$ cat src/rtl/iq_src_pkg.sv
// Shared types and constants for the IQ test-pattern source.
// Pattern modes, LFSR tap masks per lane width, default seed.
package iq_src_pkg;

  typedef enum logic [1:0] {
    MODE_CNT   = 2'd0,
    MODE_LFSR  = 2'd1,
    MODE_CONST = 2'd2,
    MODE_WALK  = 2'd3
  } mode_e;

  // Fibonacci taps, shift-left form: feedback = ^(x & taps) into bit 0
  localparam logic [31:0] TAPS_DW8  = 32'h0000_00B8;
  localparam logic [31:0] TAPS_DW16 = 32'h0000_B400;
  localparam logic [31:0] TAPS_DW24 = 32'h00E1_0000;
  localparam logic [31:0] TAPS_DW32 = 32'h8020_0003;

  localparam logic [31:0] DEF_SEED = 32'h0000_ACE1;

  function automatic logic [31:0] lfsr_taps(input int dw);
    logic [31:0] t;
    t = TAPS_DW16;
    if (dw == 8)  t = TAPS_DW8;
    if (dw == 24) t = TAPS_DW24;
    if (dw == 32) t = TAPS_DW32;
    return t;
  endfunction

  // Per-lane seed, truncated to the lane width; all-zero would lock up
  function automatic logic [31:0] lane_seed(
    input logic [31:0] seed,
    input int          lane,
    input int          dw
  );
    logic [31:0] s;
    s = seed ^ 32'(lane + 1);
    if (dw < 32) s = s & ((32'd1 << dw) - 32'd1);
    if (s == 32'd0) s = 32'd1;
    return s;
  endfunction

endpackage

$ cat src/rtl/iq_src_lane.sv
// One sample lane: holds the lane value and computes its successor.
// Reload (initial value for i_mode) takes priority over advance.
module iq_src_lane
  import iq_src_pkg::*;
#(
  parameter int          DW   = 16,
  parameter bit          UP   = 1'b1,
  parameter logic [31:0] SEED = DEF_SEED,
  parameter int          LANE = 0
) (
  input  logic          clk,
  input  logic          rst_n,
  input  logic          i_adv,
  input  logic          i_reload,
  input  logic [1:0]    i_mode,
  input  logic [DW-1:0] i_step,
  output logic [DW-1:0] o_val
);

  localparam logic [DW-1:0] TAPS  = DW'(lfsr_taps(DW));
  localparam logic [DW-1:0] SEEDL = DW'(lane_seed(SEED, LANE, DW));
  localparam logic [DW-1:0] WALK0 = DW'(32'd1 << (LANE % DW));

  mode_e         w_mode;
  logic [DW-1:0] r_x;
  logic [DW-1:0] w_init;
  logic [DW-1:0] w_next;

  assign w_mode = mode_e'(i_mode);
  assign o_val  = r_x;

  // Initial lane value for the selected mode
  always_comb begin
    w_init = '0;
    unique case (1'b1)
      (w_mode == MODE_CNT):   w_init = '0;
      (w_mode == MODE_LFSR):  w_init = SEEDL;
      (w_mode == MODE_CONST): w_init = i_step;
      (w_mode == MODE_WALK):  w_init = WALK0;
    endcase
  end

  // Successor value for the selected mode
  always_comb begin
    w_next = r_x;
    unique case (1'b1)
      (w_mode == MODE_CNT):
        w_next = UP ? r_x + i_step : r_x - i_step;
      (w_mode == MODE_LFSR):
        w_next = {r_x[DW-2:0], ^(r_x & TAPS)};
      (w_mode == MODE_CONST):
        w_next = i_step;
      (w_mode == MODE_WALK):
        w_next = {r_x[DW-2:0], r_x[DW-1]};
    endcase
  end

  // Lane state; reset value is the counter start
  always_ff @(posedge clk or negedge rst_n) begin
    if (!rst_n) begin
      r_x <= '0;
    end else if (i_reload) begin
      r_x <= w_init;
    end else if (i_adv) begin
      r_x <= w_next;
    end
  end

endmodule

$ cat src/rtl/iq_pattern_src.sv
// Multi-lane test-sample source with valid/ready, frame markers.
// Optional error injection on lane 0 LSB: PATTERN_ERRINJ_EN.
module iq_pattern_src
  import iq_src_pkg::*;
#(
  parameter int          CH        = 2,
  parameter int          DW        = 16,
  parameter int          FRAME_LEN = 1024,
  parameter logic [CH-1:0] DIR_MASK = 'b10,
  parameter logic [31:0] SEED      = DEF_SEED
) (
  input  logic             clk,
  input  logic             rst_n,
  input  logic             en,
  input  logic             clear,
  input  logic [1:0]       mode,
  input  logic [DW-1:0]    step,
  output logic [CH*DW-1:0] out_data,
  output logic             out_valid,
  input  logic             out_ready,
  output logic             out_sync,
  output logic             out_last,
  output logic [15:0]      frame_cnt,
  input  logic             inj_err
);

  localparam logic [15:0] LAST_IDX = 16'(FRAME_LEN - 1);

  logic             r_valid;
  logic [15:0]      r_idx;
  logic [15:0]      r_frame;
  mode_e            r_mode;
  mode_e            w_mode_in;
  mode_e            w_mode_nxt;
  logic             w_xfer;
  logic             w_wrap;
  logic             w_mode_ld;
  logic             w_reload;
  logic [CH*DW-1:0] w_lane;

  assign w_xfer     = r_valid & out_ready;
  assign w_wrap     = (r_idx == LAST_IDX);
  assign w_mode_in  = mode_e'(mode);
  assign w_mode_ld  = clear | (w_xfer & w_wrap) | ~r_valid;
  assign w_mode_nxt = w_mode_ld ? w_mode_in : r_mode;
  assign w_reload   = clear |
                      (w_mode_ld & (w_mode_in != r_mode));

  genvar k;
  generate
    for (k = 0; k < CH; k++) begin : g_lane
      iq_src_lane #(
        .DW   (DW),
        .UP   (DIR_MASK[k]),
        .SEED (SEED),
        .LANE (k)
      ) u_lane (
        .clk      (clk),
        .rst_n    (rst_n),
        .i_adv    (w_xfer),
        .i_reload (w_reload),
        .i_mode   (w_mode_nxt),
        .i_step   (step),
        .o_val    (w_lane[k*DW +: DW])
      );
    end
  endgenerate

  // Valid: rises after en, holds an untransferred sample
  always_ff @(posedge clk or negedge rst_n) begin
    if (!rst_n) begin
      r_valid <= 1'b0;
    end else begin
      r_valid <= (r_valid & ~w_xfer) | en;
    end
  end

  // Sample index, completed-frame count and active mode
  always_ff @(posedge clk or negedge rst_n) begin
    if (!rst_n) begin
      r_idx   <= '0;
      r_frame <= '0;
      r_mode  <= MODE_CNT;
    end else begin
      r_mode <= w_mode_nxt;
      if (clear) begin
        r_idx   <= '0;
        r_frame <= '0;
      end else if (w_xfer) begin
        r_idx <= w_wrap ? 16'd0 : r_idx + 16'd1;
        if (w_wrap) r_frame <= r_frame + 16'd1;
      end
    end
  end

  assign out_valid = r_valid;
  assign out_sync  = r_valid & (r_idx == 16'd0);
  assign out_last  = r_valid & w_wrap;
  assign frame_cnt = r_frame;

`ifdef PATTERN_ERRINJ_EN
  logic r_arm;
  logic r_flip;
  logic w_load;

  // A new sample is presented after a transfer or while idle
  assign w_load = ~r_valid | w_xfer;

  // Arm on request; apply to the next presented sample only
  always_ff @(posedge clk or negedge rst_n) begin
    if (!rst_n) begin
      r_arm  <= 1'b0;
      r_flip <= 1'b0;
    end else if (w_load) begin
      r_flip <= (r_flip & ~w_xfer) | r_arm | inj_err;
      r_arm  <= 1'b0;
    end else begin
      r_arm <= r_arm | (inj_err & ~r_flip);
    end
  end

  assign out_data = w_lane ^ {{(CH*DW-1){1'b0}}, r_flip};
`else
  logic w_unused_inj;
  assign w_unused_inj = inj_err;
  assign out_data     = w_lane;
`endif

endmodule

$ cat config.mk
export PLATFORM = sky130hd
export DESIGN_NAME = iq_pattern_src
export DESIGN_NICKNAME = d
export VERILOG_FILES = /design/src/rtl/iq_src_pkg.sv /design/src/rtl/iq_src_lane.sv /design/src/rtl/iq_pattern_src.sv
export SDC_FILE = /design/constraint.sdc
export NUM_CORES = 1
export LEC_CHECK = 0
export ABC_AREA = 1
export CORE_ASPECT_RATIO = 1.4
export CORE_MARGIN = 3
export CORE_UTILIZATION = 45
export DETAILED_ROUTE_END_ITERATION = 10
export GPL_TIMING_DRIVEN = 0
export PLACE_DENSITY_LB_ADDON = 0.3
export SLEW_MARGIN = 5
export SYNTH_ARGS = -nofsm -noshare
export SYNTH_HDL_FRONTEND = slang
export SYNTH_SLANG_ARGS = --single-unit
$ cat constraint.sdc
create_clock -name clk -period 3.83 [get_ports clk]
set_input_delay 1.149 -clock clk [delete_from_list [all_inputs] [get_ports clk]]
set_output_delay 1.149 -clock clk [all_outputs]
set_load 0.02 [all_outputs]
* Yosys cells after proc, flatten, opt, wreduce, memory -nomap -nowiden *
Index checks and enable logic that the tools add are counted.

storage, ports and cells
  register bits = 67
  bits in latches = 0
  RAM bits = 0
  memory bits (read-only) = 0
  bits of input ports = 24
  output and inout port bits = 51
  memories kept = 0

cells by class
  add/sub/neg operators = 4
  multipliers = 0
  div/mod/pow operators = 0
  $lt $le $gt $ge = 0
  eq/ne operators = 5
  shifts and indexed selects = 0
  multiplexer cells = 15
  bitwise operators = 12
  reduce and logical (&&, ||, !) cells = 8

operators by type and width
  cell                     count
  $pmux W16 S4             4
  $mux W16                 10
  $add A16 B1 Y16 const B  2
  $reduce_xor A16 Y1       2
  $add A16 B16 Y16         1
  $eq A16 B10 Y1 const B   1
  $logic_not A16 Y1        1
  $sub A16 B16 Y16         1
  $and A1 B1 Y1            6
  $reduce_bool A2 Y1       3
  $eq A2 B2 Y1 const B     2
  $or A1 B1 Y1             4
  $eq A2 B1 Y1 const B     1
  $logic_not A2 Y1         1
  $mux W2                  1
  $ne A2 B2 Y1             1
  $not A1 Y1               2
  $reduce_and A2 Y1        1

* Longest topological paths before layout *
  word-level depth = 9
  gate-level depth with buffers = 15

* Hierarchy *
A second synthesis with hierarchy kept.

unflattened totals
  cell total of the unflattened synthesis = 1009
  area, all modules = 6195.9 um^2

modules (own cells, without submodules)
  module                           instances  cells an instance  area each (um^2)  sequential area each (um^2)
  iq_pattern_src                   1          305                2140.8            875.8
  iq_src_lane at g_lane[0].u_lane  1          371                2120.8            400.4
  iq_src_lane at g_lane[1].u_lane  1          333                1934.4            400.4

* Worst setup path before layout *
Ideal clock, no wire load.

  kind = input to register
  start = input port step[0]
  end = register g_lane[1].u_lane.r_x[14]
  data arrival time = 2.554 ns
  data required time = 3.753 ns
  slack = 1.199 ns
  stages = 14
  path buffers = 0
  cells stage by stage = ha_1 inv_1 fa_1 inv_1 nand3_1 nand2_1 nand3_1 nand2_1 nand3b_1 nand2_1 nor2_1 nor2_1 nand2_1 a21oi_1

on the way
  longest elaborated chain between the ends = 4

ends and longest elaborated chain
  what                    RTL line              source
  start: declaration      iq_pattern_src.sv:17  input logic [DW-1:0] step,
  $add A16 B16 Y16        iq_src_lane.sv:48     w_next = UP ? r_x + i_step : r_x - i_step;
  $pmux W16 S4            iq_src_lane.sv:46     unique case (1'b1)
  $mux W16                iq_src_lane.sv:64     end else if (i_adv) begin
  $mux W16                iq_src_lane.sv:62     end else if (i_reload) begin
  end signal: assignment  iq_src_lane.sv:63     r_x <= w_init;
  end signal: assignment  iq_src_lane.sv:65     r_x <= w_next;
  end: declaration        iq_src_lane.sv:25     logic [DW-1:0] r_x;

Every way passes these cells. The select of a mux whose other input is x is not followed.
A chain may end at the register's enable or synchronous reset.

* Final worst setup path *
  start = register r_idx[0]
  end = output port out_last

on the way
  longest elaborated chain between the ends = 2

ends and longest elaborated chain
  what                      RTL line              source
  start: declaration        iq_pattern_src.sv:30  logic [15:0] r_idx;
  start signal: assignment  iq_pattern_src.sv:90  r_idx <= w_wrap ? 16'd0 : r_idx + 16'd1;
  $eq A16 B10 Y1            iq_pattern_src.sv:42  assign w_wrap = (r_idx == LAST_IDX);
  $and A1 B1 Y1             iq_pattern_src.sv:98  assign out_last = r_valid & w_wrap;
  end: declaration          iq_pattern_src.sv:22  output logic out_last,

Every way passes these cells.

==> results by group <==
CTS
  • Clock latency at the later pin of the worst-skew pair: ~0.34 ns
  • Clock-pin slew on the worst setup and hold paths: approximately 0.06 ns
  • Htree depth: 3
  • Root Buffer: clkbuf_16
  • CTS max path bufs: 2
  • Cts bufs inserted: 9
  • Post-CTS Resized: 0
  • Setup Buffers After CTS: 0
  • CTS tree: built
  • Cts hold-fix bufs: 0
  • CTS Sinks: 67

Setup path
  • Worst Reg-to-Reg Cells: 13
  • Flop2flop setup slack: between 1.5 and 2 ns
  • Crit Path Category: reg -> out
  • CP Buf/Inv Count: 1
  • Crit Path Max Fanout: 3
  • Critical path origin: r_idx[0]$_DFFE_PN0P_
  • Critical path capture point type: output port
  • Reg2reg start: r_idx[0]$_DFFE_PN0P_
  • CP peak stage delay: between 0.6 and 0.7 ns
  • Worst r2r dst: g_lane[0].u_lane.o_val[5]$_DFFE_PN0P_
  • Critical path depth in cells: 4
  • Data required time at the worst endpoint: 2.68 ns
  • Critical path cell sequence: ha_1 > nand3_2 > nor4_1 > clkdlybuf4s50_1
  • CP max stage cell: clkdlybuf4s50_1
  • Largest delay share family, worst path: buffers and inverters
  • Crit path DAT: between 2 and 2.5 ns
  • Worst Setup Start Kind: flop

Synthesis
  • Mux cell area share after synthesis: 0
  • Synth Flop Type: dfrtp_1
  • Mapped Cells: ~840
  • Synth unique cells: 50
  • Number of synthesized flops with an enable pin: 0
  • Xor/xnor cell area share of the yosys netlist: 0.04653
  • Post-synthesis cell area: 5836 um2
  • Yosys warning count: 0
  • Adder-Cell Fraction of Synth Area: 0.07762
  • Syn Area/Cell: 6.914 um2
  • Largest family of logic cells by synthesized area: simple AND/OR/NAND/NOR gates
  • Simple-gate share of the synthesized area: 0.3922
  • Seq/Total Area, Yosys: 0.2873
  • Synth Area in Compound Gates: 0.1066
  • #FFs+latches synth: 67
  • Asr flop ratio synth: 1.000
  • Synthesized Nets: roughly 900

Drt
  • Remaining DRCs: 0
  • First-pass DRT Iterations: 5
  • Total wire length: roughly 17000 um
  • DR vias: ~5800
  • Routed wl met3: 831 um
  • Met2 WL post-DR: approximately 8500 um
  • Initial DRC count: roughly 360
  • Via-per-instance ratio: 5.386
  • Uppermost layer routed: met4
  • Routed Antenna Nets: 0
  • DR WL/cell: between 15 and 20 um
  • Met1 WL: 6613 um

Worst hold path
  • Worst Hold Depth: 1
  • Min-delay src: r_idx[8]$_DFFE_PN0P_
  • Hold worst-path end: r_idx[8]$_DFFE_PN0P_
  • Worst hold path class: reg -> reg

Outcome
  • Status: finished clean

Cells and area
  • Layout area overhead: 21.81%
  • # nets final: between 900 and 1000
  • ANT cells: 0
  • Share of cells above drive strength 1: 0.08994
  • Util after Layout: 0.5690

STA
  • Tcrit/Tclk final: 0.8563
  • Slew margin rel.: 0.6830
  • Fmax: 304.9 MHz
  • Final min period: between 3 and 4 ns
  • RSZ-0062 raised after global routing: no
  • Clock skew: between 0.008 and 0.009 ns
  • # setup viols final: 0
  • Max Slew Vio Count: 0
  • Worst Tran Pin Value: 0.4738 ns
  • Fin. Hold Viols: 0
  • Fin Setup TNS: 0 ns

Floorplanning
  • Vert. Die Dim: 140.7 um
  • Die width: a little over 100 um
  • Core box area: 12490 um2
  • FP Rows: 48
  • Num ports: 75
  • Die Footprint: about 14000 um2
  • Initial Utilization: 0.4671

Placement
  • Final HPWL DP: between 10000 and 15000 um
  • Port-buffer cells: 73
  • GP Congestion: around 0.92

GRT
  • Vias in the first global route: about 5700
  • First-pass GRT wire length: 27460 um
  • Initial antenna violation count: 0
  • Grt ovf: 0
  • GRT Util Overall: 0.2441
  • Largest net degree at the start of global routing: 60

Power
  • Leak: between 3 and 4 nW
  • VDD IR-drop max: ~310 uV
  • Pwr dens: roughly 470 nW/um2

Flow run
  • Number of maximum-capacitance violations: 0
[kinds of logic after synthesis]
group,Yosys count
compound gates,110
flops,67
simple gates,487
fa+ha+maj,35
xor+xnor,31
buf+inv,114
[through the flow]
stage	total power, W	hold WS (ns)	cell area [um2]	instances	setup slack, ns
3_3_place_gp	0.002387	0.5037	6754	1067	-0.8440
5_1_grt	0.003543	0.5342	7108	1084	0.4864
2_1_floorplan	0.001906	0.4751	5836	844	1.199
4_1_cts	0.003333	0.5197	7108	1084	0.5635
3_5_place_dp	0.002399	0.5081	6779	1068	0.3078
6_report	0.003328	0.5180	7108	1084	0.5506
[metal layers]
metal | up-vias | global-route usage
met1 | 2671 | 0.2809
met2 | 201 | 0.4241
met5 | - | 0
li1 | 2914 | -
met3 | 52 | 0.03663
met4 | 0 | 0.1341
[cell type report]
cell class | count | area [um2]
Tap cell | 150 | 187.7
Multi-Input combinational cell | 663 | 3635
Sequential cell | 67 | 1677
Clock inverter | 4 | 72.57
Buffer | 15 | 145.1
Inverter | 99 | 379.1
Clock buffer | 12 | 256.5
Timing Repair Buffer | 74 | 755.7
Fill cell | 1210 | 5384
[sequential cells by signal (all words and copies together), names as in the netlist]
signal,flops
g_lane.u_lane.o_val,32
frame_cnt,16
r_idx,16
r_mode,2
out_valid,1
[how the worst max path moves through the flow]
stage | end | slack (ns)
6_report | out_last | 0.55
3_3_place_gp | g_lane[1].u_lane.o_val[4]$_DFFE_PN0P_ | -0.84
3_5_place_dp | g_lane[1].u_lane.o_val[14]$_DFFE_PN0P_ | 0.31
4_1_cts | out_last | 0.56
2_1_floorplan | g_lane[1].u_lane.o_val[14]$_DFFE_PN0P_ | 1.20
5_1_grt | g_lane[1].u_lane.o_val[14]$_DFFE_PN0P_ | 0.49
[synthesized netlist by cell type (5+ instances only)]
library cell  count  area, um2
a21o_1            5      37.54
a21oi_1          58      290.3
a31oi_1           7      43.79
buf_6             6      67.56
dfrtp_1          67       1677
ha_1             33      412.9
inv_1            91      341.6
inv_2             5      18.77
nand2_1         224      840.8
nand2_2          13      81.33
nand2_4           7      78.83
nand3_1          61      305.3
nand3_2           5      50.05
nand3_4           5      87.58
nand3b_1          8      60.06
nand4_1           8      50.05
nor2_1          122      457.9
nor2_2            6      37.54
nor3_1           12      60.06
o21ai_0          22      110.1
xnor2_1          16      140.1
xor2_1           15      131.4
[cell usage in the layout (no fill, tap or decap), drive strengths merged, types with 2 or more instances in the layout]
master | Yosys | routed
a211oi | 3 | 3
a21o | 5 | 5
a21oi | 58 | 58
a221oi | 2 | 2
a31oi | 7 | 7
and3 | 2 | 2
buf | 13 | 15
bufinv | 0 | 2
clkbuf | 2 | 14
clkdlybuf4s50 | 0 | 72
clkinv | 1 | 2
dfrtp | 67 | 67
fa | 2 | 2
ha | 33 | 33
inv | 98 | 98
nand2 | 245 | 245
nand3 | 71 | 71
nand3b | 8 | 8
nand4 | 9 | 9
nor2 | 134 | 134
nor3 | 12 | 12
nor3b | 2 | 2
nor4 | 2 | 2
o21ai | 24 | 24
o21bai | 4 | 4
o22ai | 2 | 2
xnor2 | 16 | 16
xor2 | 15 | 15
[power breakdown]
group	total [W]	internal [W]	switching (W)
logic	0.00148	0.000598	0.000878
clock network	0.000925	0.000605	0.000320
registers	0.000927	0.000798	0.000129
total	0.00333	0.00200	0.00133
(Power assumes the default switching activity.)
